### src/rtl/delta_pkg.sv
// Shared definitions for the delta-modulation spike path: spike encodings and scheduler FSM states.
package delta_pkg;

    localparam logic [1:0] SPIKE_ON   = 2'b10;
    localparam logic [1:0] SPIKE_OFF  = 2'b01;
    localparam logic [1:0] SPIKE_NONE = 2'b00;

    typedef enum logic [1:0] {
        ST_IDLE = 2'd0,
        ST_EVAL = 2'd1,
        ST_EMIT = 2'd2
    } sched_state_t;

endpackage

### src/rtl/delta_compare.sv
// Combinational delta comparator: signed sample-minus-prev against a per-channel threshold.
module delta_compare
    import delta_pkg::*;
#(
    parameter int DATA_W = 4
) (
    input  logic [DATA_W-1:0] sample,
    input  logic [DATA_W-1:0] prev,
    input  logic [DATA_W-1:0] threshold,
    input  logic              off_en,
    output logic [1:0]        spike
);

    localparam logic signed [DATA_W:0] ZERO = '0;

    logic signed [DATA_W:0] diff_s;
    logic signed [DATA_W:0] mag_s;
    logic signed [DATA_W:0] thr_s;

    // One extra bit keeps the full-range difference and its negation representable.
    always_comb begin
        diff_s = $signed({1'b0, sample}) - $signed({1'b0, prev});
        mag_s  = ZERO - diff_s;
        thr_s  = $signed({1'b0, threshold});
        if ((diff_s > ZERO) && (diff_s >= thr_s)) begin
            spike = SPIKE_ON;
        end else if ((diff_s < ZERO) && (mag_s >= thr_s) && off_en) begin
            spike = SPIKE_OFF;
        end else begin
            spike = SPIKE_NONE;
        end
    end

endmodule

### src/rtl/delta_channel_scheduler.sv
// Round-robin scheduler sharing one delta comparator among NUM_CH sample requesters.
module delta_channel_scheduler
    import delta_pkg::*;
#(
    parameter int NUM_CH = 4,
    parameter int DATA_W = 4,
    parameter int CH_W   = 2
) (
    input  logic                     clk,
    input  logic                     reset,
    input  logic [NUM_CH-1:0]        req,
    input  logic [NUM_CH*DATA_W-1:0] req_data,
    output logic [NUM_CH-1:0]        req_ack,
    input  logic                     off_spike_en,
    input  logic                     cfg_we,
    input  logic                     cfg_sel,
    input  logic [CH_W-1:0]          cfg_ch,
    input  logic [DATA_W-1:0]        cfg_data,
    output logic                     spike_valid,
    input  logic                     spike_ready,
    output logic [1:0]               spike,
    output logic [CH_W-1:0]          spike_ch,
    output logic                     busy
);

    sched_state_t        state_r;
    sched_state_t        next_state_s;
    logic [CH_W-1:0]     rr_ptr_r;
    logic [CH_W-1:0]     ch_r;
    logic [DATA_W-1:0]   sample_r;
    logic [DATA_W-1:0]   thr_r  [NUM_CH];
    logic [DATA_W-1:0]   prev_r [NUM_CH];
    logic [NUM_CH-1:0]   req_ack_r;
    logic                spike_valid_r;
    logic [1:0]          spike_r;
    logic [CH_W-1:0]     spike_ch_r;
    logic                busy_r;
    logic                found_s;
    logic [CH_W-1:0]     win_s;
    logic [CH_W:0]       idx_s;
    logic [1:0]          cmp_s;
    logic                fire_s;

    delta_compare #(.DATA_W(DATA_W)) u_cmp (
        .sample    (sample_r),
        .prev      (prev_r[ch_r]),
        .threshold (thr_r[ch_r]),
        .off_en    (off_spike_en),
        .spike     (cmp_s)
    );

    assign fire_s = (state_r == ST_EVAL) && (cmp_s != SPIKE_NONE);

    // Round-robin pick: first pending channel at or above the pointer, wrapping.
    always_comb begin
        found_s = 1'b0;
        win_s   = '0;
        idx_s   = '0;
        for (int i = 0; i < NUM_CH; i++) begin
            idx_s = {1'b0, rr_ptr_r} + (CH_W+1)'(i);
            if (idx_s >= (CH_W+1)'(NUM_CH)) begin
                idx_s = idx_s - (CH_W+1)'(NUM_CH);
            end else begin
                idx_s = idx_s;
            end
            if (!found_s && req[idx_s[CH_W-1:0]]) begin
                found_s = 1'b1;
                win_s   = idx_s[CH_W-1:0];
            end else begin
                found_s = found_s;
            end
        end
    end

    // Next-state decode for the IDLE/EVAL/EMIT sequence.
    always_comb begin
        case (state_r)
            ST_IDLE: next_state_s = found_s ? ST_EVAL : ST_IDLE;
            ST_EVAL: next_state_s = (cmp_s != SPIKE_NONE) ? ST_EMIT : ST_IDLE;
            ST_EMIT: next_state_s = spike_ready ? ST_IDLE : ST_EMIT;
            default: next_state_s = ST_IDLE;
        endcase
    end

    // FSM, latched request and registered handshake outputs.
    always_ff @(posedge clk or posedge reset) begin
        if (reset) begin
            state_r       <= ST_IDLE;
            rr_ptr_r      <= '0;
            ch_r          <= '0;
            sample_r      <= '0;
            req_ack_r     <= '0;
            spike_valid_r <= 1'b0;
            spike_r       <= SPIKE_NONE;
            spike_ch_r    <= '0;
            busy_r        <= 1'b0;
        end else begin
            state_r   <= next_state_s;
            busy_r    <= (next_state_s != ST_IDLE);
            req_ack_r <= '0;
            if ((state_r == ST_IDLE) && found_s) begin
                ch_r      <= win_s;
                sample_r  <= req_data[win_s*DATA_W +: DATA_W];
                req_ack_r <= {{(NUM_CH-1){1'b0}}, 1'b1} << win_s;
                rr_ptr_r  <= (win_s == CH_W'(NUM_CH-1)) ? CH_W'(0) : win_s + CH_W'(1);
            end
            if (fire_s) begin
                spike_valid_r <= 1'b1;
                spike_r       <= cmp_s;
                spike_ch_r    <= ch_r;
            end else if ((state_r == ST_EMIT) && spike_ready) begin
                spike_valid_r <= 1'b0;
                spike_r       <= SPIKE_NONE;
            end
        end
    end

    // Per-channel state; a config write lands after the EVAL update so it wins on a collision.
    always_ff @(posedge clk or posedge reset) begin
        if (reset) begin
            for (int i = 0; i < NUM_CH; i++) begin
                thr_r[i]  <= {DATA_W{1'b0}};
                prev_r[i] <= {DATA_W{1'b0}};
            end
        end else begin
            if (fire_s) begin
                prev_r[ch_r] <= sample_r;
            end
            if (cfg_we && (32'(cfg_ch) < NUM_CH)) begin
                if (cfg_sel) begin
                    prev_r[cfg_ch] <= cfg_data;
                end else begin
                    thr_r[cfg_ch] <= cfg_data;
                end
            end
        end
    end

    assign req_ack     = req_ack_r;
    assign spike_valid = spike_valid_r;
    assign spike       = spike_r;
    assign spike_ch    = spike_ch_r;
    assign busy        = busy_r;

endmodule

### config.mk
export PLATFORM = sky130hd
export DESIGN_NAME = delta_channel_scheduler
export DESIGN_NICKNAME = d
export VERILOG_FILES = /design/src/rtl/delta_pkg.sv /design/src/rtl/delta_compare.sv /design/src/rtl/delta_channel_scheduler.sv
export SDC_FILE = /design/constraint.sdc
export NUM_CORES = 1
export LEC_CHECK = 0
export ABC_AREA = 1
export ABC_CLOCK_PERIOD_IN_PS = 4000
export CAP_MARGIN = 20
export CORE_MARGIN = 2
export CORE_UTILIZATION = 25
export CTS_BUF_LIST = sky130_fd_sc_hd__clkbuf_16
export CTS_CLUSTER_SIZE = 25
export DETAILED_ROUTE_END_ITERATION = 10
export PLACE_DENSITY_LB_ADDON = 0.1
export SYNTH_ARGS = -nofsm -noshare
export SYNTH_HDL_FRONTEND = slang
export SYNTH_SLANG_ARGS = --single-unit
### constraint.sdc
create_clock -name clk -period 4 [get_ports clk]
set_clock_uncertainty 0.1 [all_clocks]
set_input_delay 0.6 -clock clk [delete_from_list [all_inputs] [get_ports clk]]
set_output_delay 0.6 -clock clk [all_outputs]
set_load 0.05 [all_outputs]
* Word level (Yosys, flattened, before mapping)
Index checks and enable logic that the tools add are counted.
** Operators by class
- Add/subtract/negate cells :: 10
- Magnitude comparators :: 16
- Eq/ne operators :: 3
- Shifts and indexed selects :: 2
- Mux-type cells :: 48
- Bitwise logic cells :: 3
- Reductions and logical operators :: 19
** Operators with widths (count)
- 16-bit bitwise mux :: 3
- 16-bit 2-to-1 mux :: 3
- 2-bit 2-to-1 mux :: 14
- 4-bit 2-to-1 mux :: 7
- 4-bit binary-select mux with 2-bit select :: 2
- 4-bit demux with 2-bit select :: 2
- 16-bit by 5-bit indexed part select with 4-bit output :: 1
- 3-bit >= comparator (second input constant) :: 5
- 2-bit by 3-bit < comparator with 1-bit output (second input constant) :: 4
- 1-bit 2-to-1 mux :: 12
- 1-bit logical AND :: 11
- 5-bit >= comparator :: 2
- 1-bit binary-select mux with 2-bit select :: 4
- 2-bit by 1-bit subtractor with 2-bit output (second input constant) :: 4
- 2-bit by 2-bit adder with 3-bit output (second input constant) :: 2
- 3-bit by 1-bit < comparator with 1-bit output (second input constant) :: 2
- 2-bit NOT with 3-bit output :: 2
- 2-bit one-hot mux with 3 select lines :: 1
- 2-bit nonzero test :: 3
- 5-bit by 1-bit > comparator with 1-bit output (second input constant) :: 1
- 5-bit by 1-bit < comparator with 1-bit output (second input constant) :: 1
- 1-bit by 5-bit subtractor with 5-bit output (first input constant) :: 1
- 4-bit by 4-bit subtractor with 5-bit output :: 1
- 2-bit == test (second input constant) :: 2
- other kinds (9) :: 11
** Word-level totals
- Flip-flop bits (word level) :: 52
- Output and inout bits :: 10
- Word-level logic and storage cells :: 118

* Logic depth before layout (Yosys ltp)
- Depth in word-level cells :: 17
- Mapped depth :: 26
- Mapped depth without buffers :: 24

* Hierarchy
From an unflattened synthesis, not the netlist that was laid out.
** Second synthesis, totals
- Cells, all modules :: 421
- Area total of the unflattened synthesis :: 3241.9 um^2
** Modules (own cells, without submodules)
- delta_channel_scheduler :: times used 1, cells each 355, area an instance 2810.2 um^2, seq. area each 1301.2 um^2
- delta_compare :: times used 1, cells each 66, area an instance 431.7 um^2, seq. area each 0.0 um^2

* Worst setup path after synthesis
Ideal clock, no wire load.
- Path kind :: reg2reg
- Start point :: register ch_r[1]
- End point :: register prev_r[13] (netlist bit)
- Library setup time :: 0.113 ns
- Arrival time :: 3.365 ns
- Data required time :: 3.787 ns
- Slack :: 0.422 ns
- Cell stages (with the launch flop) :: 21
- Path buffers :: 2
- Clock period less this slack :: 3.578 ns
- Cells stage by stage :: dfrtp_1 > nor2_1 > clkbuf_1 > a22oi_1 > o221ai_1 > ha_1 > inv_1 > fa_1 > inv_1 > ha_1 > nor3b_1 > ha_1 > nor4_1 > nand3_2 > nand2_4 > inv_2 > buf_6 > nand2_1 > nand3_1 > nand2_1 > inv_1
** On the way
- Word-level cells in the longest chain between the ends :: 17
** Ends and longest elaborated chain
- from (decl) :: line delta_channel_scheduler.sv:29 : logic [CH_W-1:0] ch_r;
- from (signal assigned) :: line delta_channel_scheduler.sv:102 : ch_r <= win_s;
- 2-bit NOT with 3-bit output (implied by the code) (*) :: line delta_channel_scheduler.sv:46, delta_channel_scheduler.sv:47, delta_channel_scheduler.sv:127
- 4-bit binary-select mux with 2-bit select :: line delta_channel_scheduler.sv:46 : .prev (prev_r[ch_r]),
- 4-bit 2-to-1 mux (implied by the code) (2 in series) :: line delta_channel_scheduler.sv:46
- 4-bit by 4-bit subtractor with 5-bit output :: line delta_compare.sv:22 : diff_s = $signed({1'b0, sample}) - $signed({1'b0, prev});
- 1-bit by 5-bit subtractor with 5-bit output :: line delta_compare.sv:23 : mag_s = ZERO - diff_s;
- 5-bit >= comparator :: line delta_compare.sv:27 : end else if ((diff_s < ZERO) && (mag_s >= thr_s) && off_en) begin
- 1-bit logical AND (2 in series) :: line delta_compare.sv:27
- 1-bit 2-to-1 mux :: line delta_compare.sv:27
- 2-bit 2-to-1 mux :: line delta_compare.sv:25 : if ((diff_s > ZERO) && (diff_s >= thr_s)) begin
- 2-bit nonzero test :: line delta_channel_scheduler.sv:52 : assign fire_s = (state_r == ST_EVAL) && (cmp_s != SPIKE_NONE);
- 1-bit logical AND :: line delta_channel_scheduler.sv:52
- 16-bit 2-to-1 mux (*) :: line delta_channel_scheduler.sv:126 : if (fire_s) begin
- 16-bit bitwise mux :: line delta_channel_scheduler.sv:131 : prev_r[cfg_ch] <= cfg_data;
- 16-bit 2-to-1 mux :: line delta_channel_scheduler.sv:130 : if (cfg_sel) begin
- 16-bit 2-to-1 mux (*) :: line delta_channel_scheduler.sv:129 : if (cfg_we && (32'(cfg_ch) < NUM_CH)) begin
- to (signal, indexed assignment) :: line delta_channel_scheduler.sv:123 : prev_r[i] <= {DATA_W{1'b0}};
- to (signal, indexed assignment) :: line delta_channel_scheduler.sv:127 : prev_r[ch_r] <= sample_r;
- to (signal, indexed assignment) :: line delta_channel_scheduler.sv:131
- to (decl) :: line delta_channel_scheduler.sv:32 : logic [DATA_W-1:0] prev_r [NUM_CH];
Every way passes the cells marked *; elsewhere a longest branch is shown, timed or not. The select of a mux whose other input is x is not followed.
A chain may end at the register's enable or synchronous reset.

* Final worst setup path
- Start point :: register ch_r[0]
- End point :: register prev_r[6] (netlist bit)
The elaborated chain is that of the path after synthesis.

==> out/results.ini <==
[status]
status = complete, no violations

[critical_path]
arrival_ns = 3.75
start_kind = flip-flop
cp_common_cell = o21ai_0
reg2reg_slack_ns = 0.31
cpPeakStageDelay_ns = 0.47
cp_data_required_time_ns = 4.06
crit_slowest_cell = fa_1
crit_chain = inv_1 -> nor2_2 -> buf_4 -> a22oi_1 -> o21ai_0 -> a21oi_2 -> fa_1 -> inv_1 -> ha_1 -> nor3b_1 -> ha_1 -> nor4_2 -> nand3_2 -> nand2_4 -> buf_12 -> o21ai_0 -> nand2_1 -> o21ai_0
cp_top_family = adder cells
worstRegToRegCells = 18
cp.depth = 18
r2r-end = prev_r[6]
cp-startpoint = ch_r[0]
end_kind = flip-flop
worstPathMaxFanout = 27
crit_end = prev_r[6]
reg2reg_from = ch_r[0]
criticalPathCategory = flip-flop to flip-flop
cp_num_buf_inv = 4

[sta]
relSlewSlack_pct = 48.9
tns_ns = 0
fmax_mhz = 271
worstMarginPinSlew_ns = 0.765
setup_viol = 0
period_share_pct = 92.3
drv_slew = 0
rsz0062_at_grt = false
fin_crit_ns = 3.69
final_hold_viol_count = 0

[place]
gp_congestion = 0.815
hpwl_um = 7060
port-buffer-count = 41

[clock_tree]
clock_sinks = 52
cts_made_buffers = 5
cts_tree = built
cts-root-buf = clkbuf_16
hold_buffers = 0
h-tree-depth = 2
ctsResizeCount = 0
worstSkewPairLatency_ns = 0.30
clockBufferDepth = 2
path_clk_slew_ns = 0.08
post_cts.repair.setup_buffers = 0

[drt]
drc = 0
vias = 3117
antenna_left = 0
routedWlPerCell_um = 12.9
vias_per_cell = 4.39
dr.pass1.iters = 4
wirelength_um = 9190
first_iter_violations = 199

[floorplan]
num_rows = 43
dieArea_um2 = 15000
ios = 42
core_area_um2 = 13800
initial_utilization_pct = 25.4
die_x_um = 122
die_y_um = 122

[grt]
grt_pass1_vias = 3041
grt_max_degree = 35
gr-usage-all-layers_pct = 13.2
grt_pass1_wl_um = 15400
overflow = 0
antenna_found_initial = 0

[cells_and_area]
area_delta_synth_final_pct = 24.2
nNetsFinal = 579
final_util_pct = 31.6
fillers = 1531
n_antenna_cell = 0
drive_gt1_share_pct = 9.62

[hold_path]
min_path_type = flip-flop to flip-flop
hp-start = spike_valid

[yosys]
synthCells = 483
ys_ff_latch = 52
mappedNetlistArea_um2 = 3500
yosysSeqAreaShare_pct = 37.1
synth_warnings = 0
yosysUniqueCellTypes = 35
synth_nets = 533
synth.avg_cell_area_um2 = 7.25

[job]
drv_cap = 0

[per-layer routing]
metal | track usage, % | vias up | part of all wire (%)
met3 | 2.04 | 12 | 3.1
met5 | 0 | - | 0
met2 | 20.1 | 59 | 44
met4 | 3.52 | 0 | 1.5
li1 | - | 1617 | -
met1 | 19.3 | 1429 | 51
[area by class of cell]
type	instances	area, um2	share of cell area (%)
clock buffer	5	125	2.87
clock inverter	3	90.1	2.07
inverter	80	300	6.90
multi-input combinational	342	1840	42.2
sequential	52	1300	29.9
tap	180	225	5.17
timing repair buffer	48	475	10.9
[cells in the final DEF, fill, tap and decap left out, drive strengths merged, types with 5 or more instances in the layout]
master,netlist,final
a21oi,9,9
a221oi,5,5
buf,6,7
clkbuf,3,5
clkdlybuf4s50,0,41
dfrtp,52,52
ha,17,17
inv,80,80
nand2,167,167
nand3,40,40
nor2,32,32
o21ai,46,46
[cell families after synthesis]
logic type	count (synthesis)	synth area share [%]
buf+inv	89	11.1
flops	52	37.1
xor+xnor	1	0.250
simple gates	249	32.7
compound gates	74	12.2
fa+ha+maj	18	6.64
[metrics by stage]
stage               cells  setup slack, ns  area (um2)  hold WS [ns]
finish                710            0.308        4350         0.386
detailed placement    702            0.240        4120         0.373
CTS                   710            0.183        4330         0.390
global route          710           0.0101        4350         0.406
floorplan             483            0.422        3500         0.353
global placement      702            0.235        4120         0.368
[sequential cells by signal, summed over array words and instances (netlist names)]
register	count
sample_r	4
spike_ch	2
req_ack	4
rr_ptr_r	2
ch_r	2
spike	2
spike_valid	1
thr_r	16
busy	1
prev_r	16
state_r	2
[synthesized netlist by cell type, drive strengths merged]
| library cell | instances | area share, % |
|---|---|---|
| o31ai | 1 | 0.21 |
| a22o | 3 | 0.75 |
| a31oi | 1 | 0.18 |
| buf | 6 | 2.2 |
| o21ai | 46 | 6.7 |
| a221oi | 5 | 1.2 |
| or2 | 4 | 0.71 |
| a21oi | 9 | 1.3 |
| a22oi | 2 | 0.43 |
| nand3b | 3 | 0.64 |
| xor2 | 1 | 0.25 |
| nand3 | 40 | 6.8 |
| o221ai | 1 | 0.25 |
| nand4 | 1 | 0.18 |
| clkbuf | 3 | 0.32 |
| o22ai | 4 | 0.71 |
| inv | 80 | 8.6 |
| fa | 1 | 0.57 |
| ha | 17 | 6.1 |
| dfrtp | 52 | 37 |
| o21bai | 1 | 0.21 |
| nor4 | 1 | 0.18 |
| nor2 | 32 | 4.0 |
| nand2 | 167 | 20 |
| nor3b | 1 | 0.21 |
| o21a | 1 | 0.21 |
[worst min path at each step]
| stage | to | cells after the start |
|---|---|---|
| after floorplan | thr_r[1] | 2 |
| after global placement | spike_valid | 2 |
| after detailed placement | spike_valid | 2 |
| after CTS | spike_valid | 2 |
| after global routing | spike_valid | 2 |
| final | spike_valid | 2 |
[worst register-to-register path: stages, from the launching register on]
cell and delay, ns:
dfrtp_1 0.44, inv_1 0.11, nor2_2 0.05, buf_4 0.17, a22oi_1 0.16, o21ai_0 0.16, a21oi_2 0.19, fa_1 0.47
inv_1 0.09, ha_1 0.17, nor3b_1 0.23, ha_1 0.28, nor4_2 0.29, nand3_2 0.14, nand2_4 0.11, buf_12 0.17
o21ai_0 0.09, nand2_1 0.05, o21ai_0 0.08
Power is not shown: default switching activity piles up to over one toggle a cycle in this logic, so the estimate is an artifact.
